--- src/rtl/seg7_pkg.sv ---
// Shared constants for the 7-segment receive path.
// Codes are active-low: bit 6 = segment a ... bit 0 = segment g.
package seg7_pkg;

    localparam int SEG_A = 6;
    localparam int SEG_B = 5;
    localparam int SEG_C = 4;
    localparam int SEG_D = 3;
    localparam int SEG_E = 2;
    localparam int SEG_F_IDX = 1;
    localparam int SEG_G = 0;

    localparam logic [6:0] SEG_0 = 7'b0000001;
    localparam logic [6:0] SEG_1 = 7'b1001111;
    localparam logic [6:0] SEG_2 = 7'b0010010;
    localparam logic [6:0] SEG_3 = 7'b0000110;
    localparam logic [6:0] SEG_4 = 7'b1001100;
    localparam logic [6:0] SEG_5 = 7'b0100100;
    localparam logic [6:0] SEG_6 = 7'b0100000;
    localparam logic [6:0] SEG_7 = 7'b0001111;
    localparam logic [6:0] SEG_8 = 7'b0000000;
    localparam logic [6:0] SEG_9 = 7'b0000100;
    localparam logic [6:0] SEG_A_CODE = 7'b0001000;
    localparam logic [6:0] SEG_B_CODE = 7'b1100000;
    localparam logic [6:0] SEG_C_CODE = 7'b0110001;
    localparam logic [6:0] SEG_D_CODE = 7'b1000010;
    localparam logic [6:0] SEG_E_CODE = 7'b0110000;
    localparam logic [6:0] SEG_F_CODE = 7'b0111000;
    localparam logic [6:0] SEG_BLANK  = 7'b1111111;

    typedef struct packed {
        logic       match;
        logic [3:0] nibble;
    } seg_dec_t;

endpackage

--- src/rtl/seg7_to_hex.sv ---
// Combinational active-low segment pattern to hex nibble decoder.
// Unknown patterns report match=0 with a zero nibble.
module seg7_to_hex
    import seg7_pkg::*;
(
    input  logic [6:0] seg_n,
    output seg_dec_t   dec
);

    always_comb begin
        dec = '{match: 1'b1, nibble: 4'h0};
        unique case (seg_n)
            SEG_0:      dec.nibble = 4'h0;
            SEG_1:      dec.nibble = 4'h1;
            SEG_2:      dec.nibble = 4'h2;
            SEG_3:      dec.nibble = 4'h3;
            SEG_4:      dec.nibble = 4'h4;
            SEG_5:      dec.nibble = 4'h5;
            SEG_6:      dec.nibble = 4'h6;
            SEG_7:      dec.nibble = 4'h7;
            SEG_8:      dec.nibble = 4'h8;
            SEG_9:      dec.nibble = 4'h9;
            SEG_A_CODE: dec.nibble = 4'hA;
            SEG_B_CODE: dec.nibble = 4'hB;
            SEG_C_CODE: dec.nibble = 4'hC;
            SEG_D_CODE: dec.nibble = 4'hD;
            SEG_E_CODE: dec.nibble = 4'hE;
            SEG_F_CODE: dec.nibble = 4'hF;
            default:    dec.match  = 1'b0;
        endcase
    end

endmodule

--- src/rtl/seg7_scan_decoder.sv ---
// Recovers hex digits from a scanned active-low 7-seg bus with stability filtering.
// Define BLANK_DETECT_EN to accept the all-off pattern as a legal blank digit.
module seg7_scan_decoder
    import seg7_pkg::*;
#(
    parameter int DIGITS     = 4,
    parameter int STABLE_CYC = 16
) (
    input  logic                  clk,
    input  logic                  rst_n,
    input  logic [6:0]            seg_n,
    input  logic [DIGITS-1:0]     an_n,
    input  logic                  clr,
    output logic [4*DIGITS-1:0]   hex,
    output logic [DIGITS-1:0]     dig_valid,
    output logic                  code_err,
    output logic                  frame_done
);

    localparam int CNT_W = $clog2(STABLE_CYC) + 1;
    localparam int W     = DIGITS + 7;
    localparam logic [CNT_W-1:0]  CNT_MAX = CNT_W'(STABLE_CYC - 1);
    localparam logic [DIGITS-1:0] ONE     = DIGITS'(1);

    localparam logic [1:0] IDLE   = 2'd0;
    localparam logic [1:0] SETTLE = 2'd1;
    localparam logic [1:0] HOLD   = 2'd2;

    logic [W-1:0]      sync1, samp, samp_prev;
    logic [CNT_W-1:0]  cnt;
    logic [1:0]        state, state_next;
    logic [DIGITS-1:0] sel, seen;
    logic              changed, an_ok, accept, blank;
    seg_dec_t          dec;

    // Idle bus (no anode, all segments off) is the reset sample value.
    always_ff @(posedge clk or negedge rst_n) begin
        if (!rst_n) begin
            sync1     <= '1;
            samp      <= '1;
            samp_prev <= '1;
        end else begin
            sync1     <= {an_n, seg_n};
            samp      <= sync1;
            samp_prev <= samp;
        end
    end

    assign changed = (samp != samp_prev);
    assign sel     = ~samp[W-1:7];
    assign an_ok   = (sel != '0) && ((sel & (sel - ONE)) == '0);

    always_ff @(posedge clk or negedge rst_n) begin
        if (!rst_n)
            cnt <= '0;
        else if (changed)
            cnt <= '0;
        else if (cnt != CNT_MAX)
            cnt <= cnt + 1'b1;
    end

    always_comb begin
        state_next = state;
        unique case (state)
            IDLE:
                if (an_ok) state_next = SETTLE;
            SETTLE:
                if (changed) state_next = an_ok ? SETTLE : IDLE;
                else if (cnt == CNT_MAX) state_next = HOLD;
            HOLD:
                if (changed) state_next = an_ok ? SETTLE : IDLE;
            default:
                state_next = IDLE;
        endcase
    end

    always_ff @(posedge clk or negedge rst_n) begin
        if (!rst_n) state <= IDLE;
        else        state <= state_next;
    end

    assign accept = (state == SETTLE) && !changed && (cnt == CNT_MAX);

    seg7_to_hex u_dec (
        .seg_n (samp[6:0]),
        .dec   (dec)
    );

`ifdef BLANK_DETECT_EN
    assign blank = (samp[6:0] == SEG_BLANK);
`else
    assign blank = 1'b0;
`endif

    // Later per-digit writes to seen override the frame clear on purpose.
    always_ff @(posedge clk or negedge rst_n) begin
        if (!rst_n) begin
            hex        <= '0;
            dig_valid  <= '0;
            seen       <= '0;
            code_err   <= 1'b0;
            frame_done <= 1'b0;
        end else begin
            code_err   <= 1'b0;
            frame_done <= 1'b0;
            if (clr) begin
                hex       <= '0;
                dig_valid <= '0;
                seen      <= '0;
            end else begin
                if (&seen) begin
                    frame_done <= 1'b1;
                    seen       <= '0;
                end
                if (accept) begin
                    for (int i = 0; i < DIGITS; i++) begin
                        if (sel[i]) begin
                            dig_valid[i] <= dec.match;
                            if (dec.match) begin
                                hex[4*i +: 4] <= dec.nibble;
                                seen[i]       <= 1'b1;
                            end else if (blank) begin
                                seen[i] <= 1'b1;
                            end
                        end
                    end
                    if (!dec.match && !blank)
                        code_err <= 1'b1;
                end
            end
        end
    end

endmodule

--- config.mk ---
export PLATFORM = sky130hd
export DESIGN_NAME = seg7_scan_decoder
export DESIGN_NICKNAME = d
export VERILOG_FILES = /design/src/rtl/seg7_pkg.sv /design/src/rtl/seg7_to_hex.sv /design/src/rtl/seg7_scan_decoder.sv
export SDC_FILE = /design/constraint.sdc
export NUM_CORES = 1
export LEC_CHECK = 0
export CAP_MARGIN = 20
export CORE_MARGIN = 10
export CORE_UTILIZATION = 43
export DETAILED_ROUTE_END_ITERATION = 10
export HOLD_SLACK_MARGIN = 0.15
export PLACE_DENSITY_LB_ADDON = 0.08
export SLEW_MARGIN = 0
export SYNTH_ARGS = -nofsm -noshare
export SYNTH_HDL_FRONTEND = slang
export SYNTH_HIERARCHICAL = 1
export SYNTH_SLANG_ARGS = --single-unit
export TNS_END_PERCENT = 30
--- constraint.sdc ---
create_clock -name clk -period 2.2 [get_ports clk]
set_input_delay 0.33 -clock clk [delete_from_list [all_inputs] [get_ports clk]]
set_output_delay 0.33 -clock clk [all_outputs]
set_load 0.1 [all_outputs]
# Word-level counts from Yosys, hierarchy flattened
# Index checks and enable logic that the tools add are counted.
[word_totals]
ff_bits = 66
out_inout_bits = 22
wordCells = 108
[classes]
muxes = 39
n_eq_ne = 23
n_bitwise = 2
n_reduce_logical = 26
addsub = 2
[ops]
columns = ["cell", "count"]
rows = [
  ["4-bit case mux with 15 select lines", 1],
  ["4-bit two-way mux", 10],
  ["7-bit by 6-bit equality test with 1-bit output, second input constant", 5],
  ["16-bit two-way mux", 2],
  ["7-bit equality test, second input constant", 4],
  ["1-bit two-way mux", 19],
  ["16-bit OR reduction", 1],
  ["3-bit AND reduction", 5],
  ["7-bit by 3-bit equality test with 1-bit output, second input constant", 2],
  ["7-bit by 4-bit equality test with 1-bit output, second input constant", 2],
  ["2-bit nonzero test", 7],
  ["11-bit != test", 1],
  ["5-bit two-way mux", 2],
  ["2-bit two-way mux", 4],
  ["2-bit AND reduction", 4],
  ["7-bit by 1-bit equality test with 1-bit output, second input constant", 1],
  ["7-bit by 5-bit equality test with 1-bit output, second input constant", 1],
  ["7-bit zero test", 1],
  ["2-bit case mux with 3 select lines", 1],
  ["5-bit by 1-bit adder with 5-bit output, second input constant", 1],
  ["5-bit by 4-bit equality test with 1-bit output, second input constant", 1],
  ["5-bit by 4-bit != test with 1-bit output, second input constant", 1],
  ["4-bit bitwise AND", 1],
  ["4-bit zero test", 1],
  ["11 further kinds", 14],
]

# Logic depth before layout (Yosys ltp)
# Gate-level depths: netlist (run 1).
[depth]
ltp_word = 8
ltp_mapped = 9

# Modules after synthesis
# The synthesis (run 1) kept the hierarchy.
[modules_own_cells]
columns = ["module", "area_per_inst_um2", "n_inst", "seq_area_each_um2", "cells_each"]
rows = [
  ["seg7_scan_decoder", 2514.9, 1, 1692.9, 189],
  ["seg7_to_hex", 379.1, 1, 0.0, 56],
]

# Least setup slack after synthesis (run 1)
# No wires, ideal clock.
[synth_path]
kind = "reg-to-reg"
startpoint = "register samp[0]"
endpoint = "register hex[12]"
period_less_slack_ns = 2.337
arrival_time_ns = 2.206
setup_ns = 0.130
stages_incl_launch_ff = 10
required_ns = 2.070
n_path_buf = 2
setup_slack_ns = -0.137
path_cell_list = "dfstp_2 > buf_4 > or3b_4 > nor3b_2 > a211oi_1 > o2111ai_1 > nand3_1 > or3_1 > clkbuf_1 > mux2i_1"
[synth_lines]
columns = ["item", "line_no", "text"]
rows = [
  ["from (decl)", "seg7_scan_decoder.sv:29", "logic [W-1:0] sync1, samp, samp_prev;"],
  ["from (signal assigned)", "seg7_scan_decoder.sv:44", "samp <= sync1;"],
  ["to (signal, indexed assignment)", "seg7_scan_decoder.sv:120", "hex[4*i +: 4] <= dec.nibble;"],
  ["to (decl)", "seg7_scan_decoder.sv:14", "output logic [4*DIGITS-1:0] hex,"],
]

==> flow_metrics.tcl, run 1 <==
set metrics [dict create \
    grt_pass1_vias 2092 \
    wire_per_inst_um 15.7 \
    grt_max_degree 67 \
    cts_buffer_depth 2 \
    crit_fanout 4 \
    yosys.area.top_type "dfstp_2" \
    synth-edff-count 0 \
    required_ns 2.46 \
    place_area_um2 3430 \
    critPathKind "flip-flop to flip-flop" \
    die_h_um 102 \
    tightest_slew_ns 0.367 \
    period_share_pct 103 \
    yosys_warnings 6 \
    max_freq_ghz 0.440 \
    synth_seq_area_share_pct 58.5 \
    p_leak_uw 0.00176 \
    die_x_um 102 \
    start_kind "flip-flop" \
    place_ws_ns -0.0988 \
    violations "setup timing" \
    overflow 0 \
    grt_use_met2_pct 17.8 \
    row_count 29 \
    reg2reg_depth 7 \
    slew_viol_final 0 \
    viasPerCell 5.17 \
    synthMuxAreaShare_pct 6.23 \
    busiest_layer "met2" \
    slew_headroom_pct 75.2 \
    grt_use_met1_pct 15.8 \
    endpoint_kind "flip-flop" \
    grt_pass1_wl_mm 10.0 \
    ys_ff_latch 66 \
    async_flop_share_pct 100 \
    cts_root_buf "clkbuf_8" \
    ir_drop_v 0.000445 \
    worstHoldPathCells 0 \
    start_util_pct 44.8 \
    synth_flop_cell "dfstp_2" \
    clock_latency_ns 0.34 \
    antenna_cells 0 \
    hpwl_mm 4.03 \
    clock-sinks 66 \
    nets 332 \
    synth-adder-area-share_pct 1.21 \
    synth-xor-area-share_pct 5.45 \
    htreeDepth 3 \
    wirelength_mm 6.24 \
    fin_skew_ns 0.0101 \
    grt_setup_unrepaired "yes" \
    synth_compound_area_share_pct 8.08 \
    numCtsBuffers 9 \
    synth.avg_cell_area_um2 11.8 \
    ioPinCount 36 \
    setup_viol 20 \
    coreArea_um2 6460 \
    synth_top_area_share_pct 30.0 \
    p_per_area_nw_per_um2 655 \
    drt_iter0_drc 78 \
    hold_class "flip-flop to flip-flop" \
    route.detailed.drc 0 \
    synth_cell_type_count 47 \
    gp_congestion 0.782 \
    final_util_pct 60.2 \
    grt_util_all_layers_pct 12.2 \
    drv_cap 0 \
    vias 2058 \
    syn_inst 245 \
    setup_ws_ns -0.0740 \
    syn_to_final_growth_pct 34.3 \
    met3_usage_pct 3.58 \
    synth_top_family_by_area "simple AND/OR/NAND/NOR gates" \
    antenna_found_initial 0 \
    netlist_top_cells_area "dfstp_2 (30%), dfrtp_1 (29%), mux2i_1 (6.2%)" \
    run_status "finished, violations left" \
    dieArea_um2 10400 \
    drive_above_1_share_pct 44.2 \
    ant_nets 0 \
    cp_data_arrival_time_ns 2.54 \
    tns_ns -0.789 \
    netlist_area_um2 2890 \
    yosys.area_share.simple_pct 16.4 \
    dr.pass1.iters 4 \
    synth.net_count 261 \
    period_minus_slack_ns 2.27 \
    io_buffers 35 \
    cts_tree "done" \
    hold_viol_final 0 \
    final_area_um2 3890 \
    clkTransAtPathRegs_ns 0.07 \
]
-- metrics by stage --
stage	instances	hold slack, ns	total power [µW]
after global routing	398	0.361	2660
after global placement	367	0.345	1500
after CTS	392	0.357	2560
after detailed placement	367	0.347	1500
final	398	0.356	2550
after floorplan	245	0.0344	1400
-- synth_stat cells (3+ instances only) --
master    number
dfstp_2       33
buf_2          6
o31ai_1        5
mux2i_1       18
xor2_1        16
nor2_1        15
or4_1          5
nand3_1        5
clkbuf_1       8
nor2b_1        3
a21oi_1       14
nor4_1         5
dfrtp_1       33
nand2_1        9
nand2b_1      21
inv_1          6
or3_1          3
-- per-layer routing --
layer  wire (µm)  vias up
met5           0        -
met4         131        0
met3         303       11
met2        2810       48
met1        2990     1004
li1            -      995
-- worst max-delay path, stage by stage, from the launching register on --
cell	delay (ns)
dfstp_2	0.57
or3b_1	0.37
a211oi_2	0.28
a21boi_2	0.13
o2111ai_4	0.11
inv_2	0.10
or4_4	0.51
a21oi_2	0.13
-- final cells by class --
cell class	instances	area [µm²]
clock inverters	4	47.5
fillers	555	2570
inverters	6	22.5
well taps	77	96.3
repair buffers	78	649
clock buffers	12	155
multi-input cells	155	1220
flip-flops and latches	66	1690
-- power by group --
group	internal, µW	switching, µW
registers	1270	29.9
logic	105	103
clock network	585	453
total	1960	585
-- layout by cell type, fill, tap and decap left out, drive strengths merged, types with 2 or more instances in the layout --
cell | synthesis | routed
a211oi | 2 | 2
a21o | 2 | 2
a21oi | 14 | 14
a32o | 2 | 2
and3 | 2 | 2
buf | 10 | 64
clkbuf | 8 | 13
clkdlybuf4s50 | 0 | 12
dfrtp | 33 | 33
dfstp | 33 | 33
ha | 2 | 2
inv | 6 | 8
mux2i | 18 | 18
nand2 | 9 | 9
nand2b | 21 | 21
nand3 | 5 | 5
nor2 | 15 | 15
nor2b | 3 | 3
nor3 | 3 | 3
nor3b | 2 | 2
nor4 | 5 | 5
o21ai | 2 | 2
o31ai | 5 | 5
or3 | 3 | 3
or3b | 2 | 2
or4 | 5 | 5
xnor2 | 2 | 2
xor2 | 16 | 16
-- kinds of logic (layout without fill, tap and decap cells) --
logic type      Yosys count  in the layout
simple gates             81             81
flops                    66             66
compound gates           35             35
buf+inv                  24            100
xor+xnor                 18             18
mux                      18             18
fa+ha+maj                 3              3
-- final timing paths --
path | start | to | slack [ns]
worst max-delay path | samp[5] | seen[3] | -0.07
worst min-delay path | sync1[4] | samp[4] | 0.36
worst max register to register | samp[5] | seen[3] | -0.07
worst min register to register | sync1[4] | samp[4] | 0.36
max in group asynchronous | rst_n | samp_prev[10] | 1.34
min in group asynchronous | rst_n | dig_valid[2] | 0.55
-- what timing repair did --
item                                    4_1_cts  5_1_grt
gates cloned                                  1        0
gates resized for setup                      14       16
endpoints found under the setup margin       24       26
setup buffers                                 7        6
pin swaps                                     7       10
hold endpoints to repair                     33        0
hold buffers                                  1        0
-- state kept, by name, indices dropped and copies added, names as in the netlist --
| register | flops |
|---|---|
| cnt | 5 |
| code_err | 1 |
| dig_valid | 4 |
| frame_done | 1 |
| hex | 16 |
| samp | 11 |
| samp_prev | 11 |
| seen | 4 |
| state | 2 |
| sync1 | 11 |
(Power assumes the default switching activity.)
==> run 2: changes to the inputs <==
PLACE_DENSITY = 0.67   (was not set)
PLACE_DENSITY_LB_ADDON = not set   (was 0.08)
SKIP_LAST_GASP = 1   (was not set)
==> flow_metrics.tcl, run 2 (synthesized netlist as in run 1, its figures left out) <==
set metrics [dict create \
    clock-sinks 66 \
    p_per_area_nw_per_um2 665 \
    viasPerCell 5.26 \
    wire_per_inst_um 15.4 \
    coreArea_um2 6460 \
    hpwl_mm 3.76 \
    slew_viol_final 0 \
    final_area_um2 3860 \
    critPathKind "flip-flop to flip-flop" \
    regMostFlops "hex" \
    syn_to_final_growth_pct 33.2 \
    ant_nets 0 \
    grt_pass1_vias 2135 \
    hold_class "flip-flop to flip-flop" \
    hold_viol_final 0 \
    die_x_um 102 \
    antenna_cells 0 \
    clkTransAtPathRegs_ns 0.07 \
    layout_common_cells "buf_4 (45), dfrtp_1 (33), dfstp_2 (33)" \
    gp_congestion 0.780 \
    holdWs_ns 0.356 \
    setup_ws_ns -0.0242 \
    ioPinCount 36 \
    start_kind "flip-flop" \
    die_h_um 102 \
    required_ns 2.42 \
    regArea_um2 1690 \
    vias 2041 \
    route.detailed.drc 0 \
    cp_data_arrival_time_ns 2.45 \
    period_minus_slack_ns 2.22 \
    slew_headroom_pct 64.4 \
    ir_drop_v 0.000411 \
    violations "setup timing" \
    multi_input_area_um2 1220 \
    crit_fanout 4 \
    n_fill_cell 526 \
    start_util_pct 44.8 \
    cts_buffer_depth 2 \
    max_freq_ghz 0.450 \
    endpoint_kind "flip-flop" \
    final_util_pct 59.7 \
    grt_setup_unrepaired "yes" \
    period_share_pct 101 \
    cts_root_buf "clkbuf_8" \
    clock_latency_ns 0.34 \
    nets 322 \
    largest_reg_flops 16 \
    row_count 29 \
    tightest_slew_ns 0.532 \
    io_buffers 35 \
    dr.pass1.iters 4 \
    run_status "finished, violations left" \
    drv_cap 0 \
    overflow 0 \
    drt_iter0_drc 100 \
    p_leak_uw 0.00173 \
    wirelength_mm 5.98 \
    grt_max_degree 67 \
    htreeDepth 3 \
    place_area_um2 3380 \
    drive_above_1_share_pct 43.7 \
    grt_util_all_layers_pct 12.5 \
    dieArea_um2 10400 \
    grt_pass1_wl_mm 10.2 \
    layout_commonest_cell "buf_4" \
    antenna_found_initial 0 \
    fin_skew_ns 0.0110 \
    cts_tree "done" \
    setup_viol 8 \
    numCtsBuffers 9 \
]
## run 2: cell types whose count changed in the layout (fill, tap and decap cells not counted), sizes merged
cell      previous run  this run
buf                 64        55
bufinv               1         0
clkbuf              13        12
clkinv               1         3
clkinvlp             0         1
inv                  8         6
## run 2: routing by layer
| metal | global-route usage, % | wire [µm] | vias to the layer above |
|---|---|---|---|
| met1 | 16.1 | 2820 | 1007 |
| li1 | - | - | 971 |
| met5 | 0 | 0 | - |
| met2 | 18.3 | 2690 | 52 |
| met4 | 6.29 | 134 | 0 |
| met3 | 4.45 | 345 | 11 |
## run 2: repair_timing
action	4_1_cts	5_1_grt
gates resized for setup	17	18
endpoints found under the hold margin	33	0
setup endpoints to repair	24	26
hold buffers	1	0
buffers inserted	6	3
pin swaps	5	4
## run 2: critical path, cell delays in order (launching register included)
cell	delay, ns
dfstp_2	0.53
or3b_4	0.40
nor3b_4	0.20
a211oi_2	0.07
o2111ai_2	0.16
nand3_2	0.18
or3_4	0.44
mux2i_1	0.13
## run 2: layout make-up
class                   instances  share of cell area, %
well taps                      77                   2.50
repair buffers                 68                   15.8
flip-flops and latches         66                   43.9
multi-input cells             155                   31.6
clock buffers                  12                   4.87
inverters                       6                  0.584
clock inverters                 4                  0.779
## run 2: final timing paths
kind	from	endpoint	slack [ns]	depth (start not counted)
max in group asynchronous	rst_n	sync1[8]	1.36	3
max	samp[0]	hex[14]	-0.02	7
min in group asynchronous	rst_n	dig_valid[1]	0.55	3
min	sync1[6]	samp[6]	0.36	0
max reg2reg	samp[0]	hex[14]	-0.02	7
min reg2reg	sync1[6]	samp[6]	0.36	0
## run 2: power by group
part           internal (µW)  leakage [µW]  switching [µW]
Clock                    579      0.000109             480
Sequential              1270      0.000807            27.9
Combinational            104      0.000817             101
Total                   1950       0.00173             609
## run 2: through the flow
stage / setup WS, ns / power, µW / setup TNS (ns) / cells
floorplan: -0.0512 / 1400 / -0.844 / 245
detailed placement: -0.0742 / 1490 / -0.669 / 362
global placement: -0.0157 / 1490 / -0.0884 / 362
finish: -0.0242 / 2560 / -0.137 / 388
CTS: -0.0430 / 2570 / -0.381 / 385
global route: -0.114 / 2680 / -1.97 / 388
==> run 3: changes to the inputs <==
CTS_CLUSTER_SIZE = 40   (was not set)
SLEW_MARGIN = not set   (was 0)
clock period = 2.04 ns   (was 2.2 ns; I/O delays follow)
==> flow_metrics.tcl, run 3 (synthesized netlist as in run 1, its figures left out) <==
set metrics [dict create \
    run_status "finished, violations left" \
    violations "setup timing" \
    cpPeakStageDelay_ns 0.57 \
    cts_tree "done" \
    cp_top_family "simple AND/OR/NAND/NOR gates" \
    n_fill_cell 549 \
    cts_buffer_depth 2 \
    setup_viol 26 \
    io_buffers 35 \
    numCtsBuffers 9 \
    hold_class "flip-flop to flip-flop" \
    path_cells "or3b_1 > a211oi_2 > a21boi_2 > o2111ai_2 > inv_2 > or4_4 > a21oi_2" \
    viasPerCell 5.18 \
    timing.rr.end "dig_valid[1]" \
    slowest_stage "or4_4" \
    antenna_found_initial 0 \
    ant_nets 0 \
    gp_congestion 0.880 \
    overflow 0 \
    dr_wl_met3_um 369 \
    dr.pass1.iters 4 \
    drt_iter0_drc 144 \
    grt_max_degree 67 \
    worstHoldPathCells 0 \
    htreeDepth 3 \
    regArea_um2 1690 \
    regMostFlops "hex" \
    p_leak_uw 0.00171 \
    rr_startpoint "samp[5]" \
    hold_path_end "samp[10]" \
    grt_pass1_wl_mm 10.5 \
    grt_setup_unrepaired "yes" \
    clock_latency_ns 0.34 \
    clkTransAtPathRegs_ns 0.07 \
    grt_util_all_layers_pct 12.8 \
    syn_to_final_growth_pct 29.9 \
    drive_above_1_share_pct 41.7 \
    slew_headroom_pct 74.2 \
    wire_per_inst_um 15.8 \
    place_ws_ns -0.255 \
    start_kind "flip-flop" \
    ir_drop_v 0.000587 \
    required_ns 2.30 \
    met2_length_mm 2.96 \
    crit_fanout 4 \
    tightest_slew_ns 0.384 \
    p_per_area_nw_per_um2 664 \
    route.detailed.drc 0 \
    dieArea_um2 10400 \
    setup_ws_ns -0.249 \
    reg2reg_depth 7 \
    hold_viol_final 0 \
    period_share_pct 112 \
    start_util_pct 44.8 \
    clock-sinks 66 \
    hpwl_mm 4.28 \
    path_buf_inv 1 \
    die_x_um 102 \
    layout_common_cells "buf_4 (61), dfrtp_1 (33), dfstp_2 (33)" \
    top_layer "met4" \
    period_minus_slack_ns 2.29 \
    cp_data_arrival_time_ns 2.55 \
    hold_start "sync1[10]" \
    slew_viol_final 0 \
    nets 331 \
    grt_pass1_vias 2230 \
    critPathKind "flip-flop to flip-flop" \
    coreArea_um2 6460 \
    drv_cap 0 \
    vias 2051 \
    row_count 29 \
    cts_root_buf "clkbuf_8" \
    endpoint_kind "flip-flop" \
    multi_input_area_um2 1170 \
    worst-r2r-setup-slack_ns -0.25 \
    final_util_pct 58.2 \
    ioPinCount 36 \
    wirelength_mm 6.24 \
    die_h_um 102 \
    antenna_cells 0 \
    max_freq_ghz 0.437 \
    fin_skew_ns 0.00729 \
    met1_length_mm 2.80 \
    layout_commonest_cell "buf_4" \
    largest_reg_flops 16 \
]
-- run 3: routing by layer --
metal / GRT usage, % / vias to the layer above
met5: 0 / -
met4: 6.07 / 0
met3: 4.25 / 10
met2: 20.4 / 54
met1: 15.2 / 991
li1: - / 996
-- run 3: final cells by class --
cell class | count | share of cell area [%]
sequential | 66 | 45.0
timing repair buffer | 77 | 16.6
multi-input combinational | 155 | 31.1
clock buffer | 12 | 3.60
clock inverter | 3 | 0.466
inverter | 6 | 0.599
tap | 77 | 2.56
-- run 3: power by group --
part | leakage, µW | internal (µW) | total [µW] | switching (µW)
sequential | 0.000807 | 1370 | 1390 | 22.9
combinational | 0.000830 | 108 | 220 | 112
clock | 0.0000762 | 431 | 883 | 452
total | 0.00171 | 1910 | 2500 | 587
-- run 3: what timing repair did --
action                                  CTS  global route
pin swaps                                 4             7
gates cloned                              0             0
hold buffers                              1             0
gates resized for setup                  13             6
buffers inserted                          1             1
endpoints found under the setup margin   26            26
endpoints found under the hold margin    33             0
-- run 3: stage by stage --
step	setup TNS, ns	cells	instance area (µm²)	hold WS [ns]	total power [µW]
after floorplan	-4.39	245	2930	0.0104	1510
after global placement	-3.36	378	3500	0.344	1620
after detailed placement	-4.08	378	3500	0.347	1630
after CTS	-3.59	395	3730	0.348	2530
after global routing	-6.64	396	3760	0.347	2620
final	-4.39	396	3760	0.348	2500
-- run 3: how the worst max path moves through the flow --
stage          depth (start not counted)            to    start
6_report                               7  dig_valid[1]  samp[5]
3_3_place_gp                           7       seen[0]  samp[5]
2_1_floorplan                          9       hex[12]  samp[0]
3_5_place_dp                           7       seen[3]  samp[0]
5_1_grt                                7  dig_valid[1]  samp[5]
4_1_cts                                7       seen[0]  samp[0]
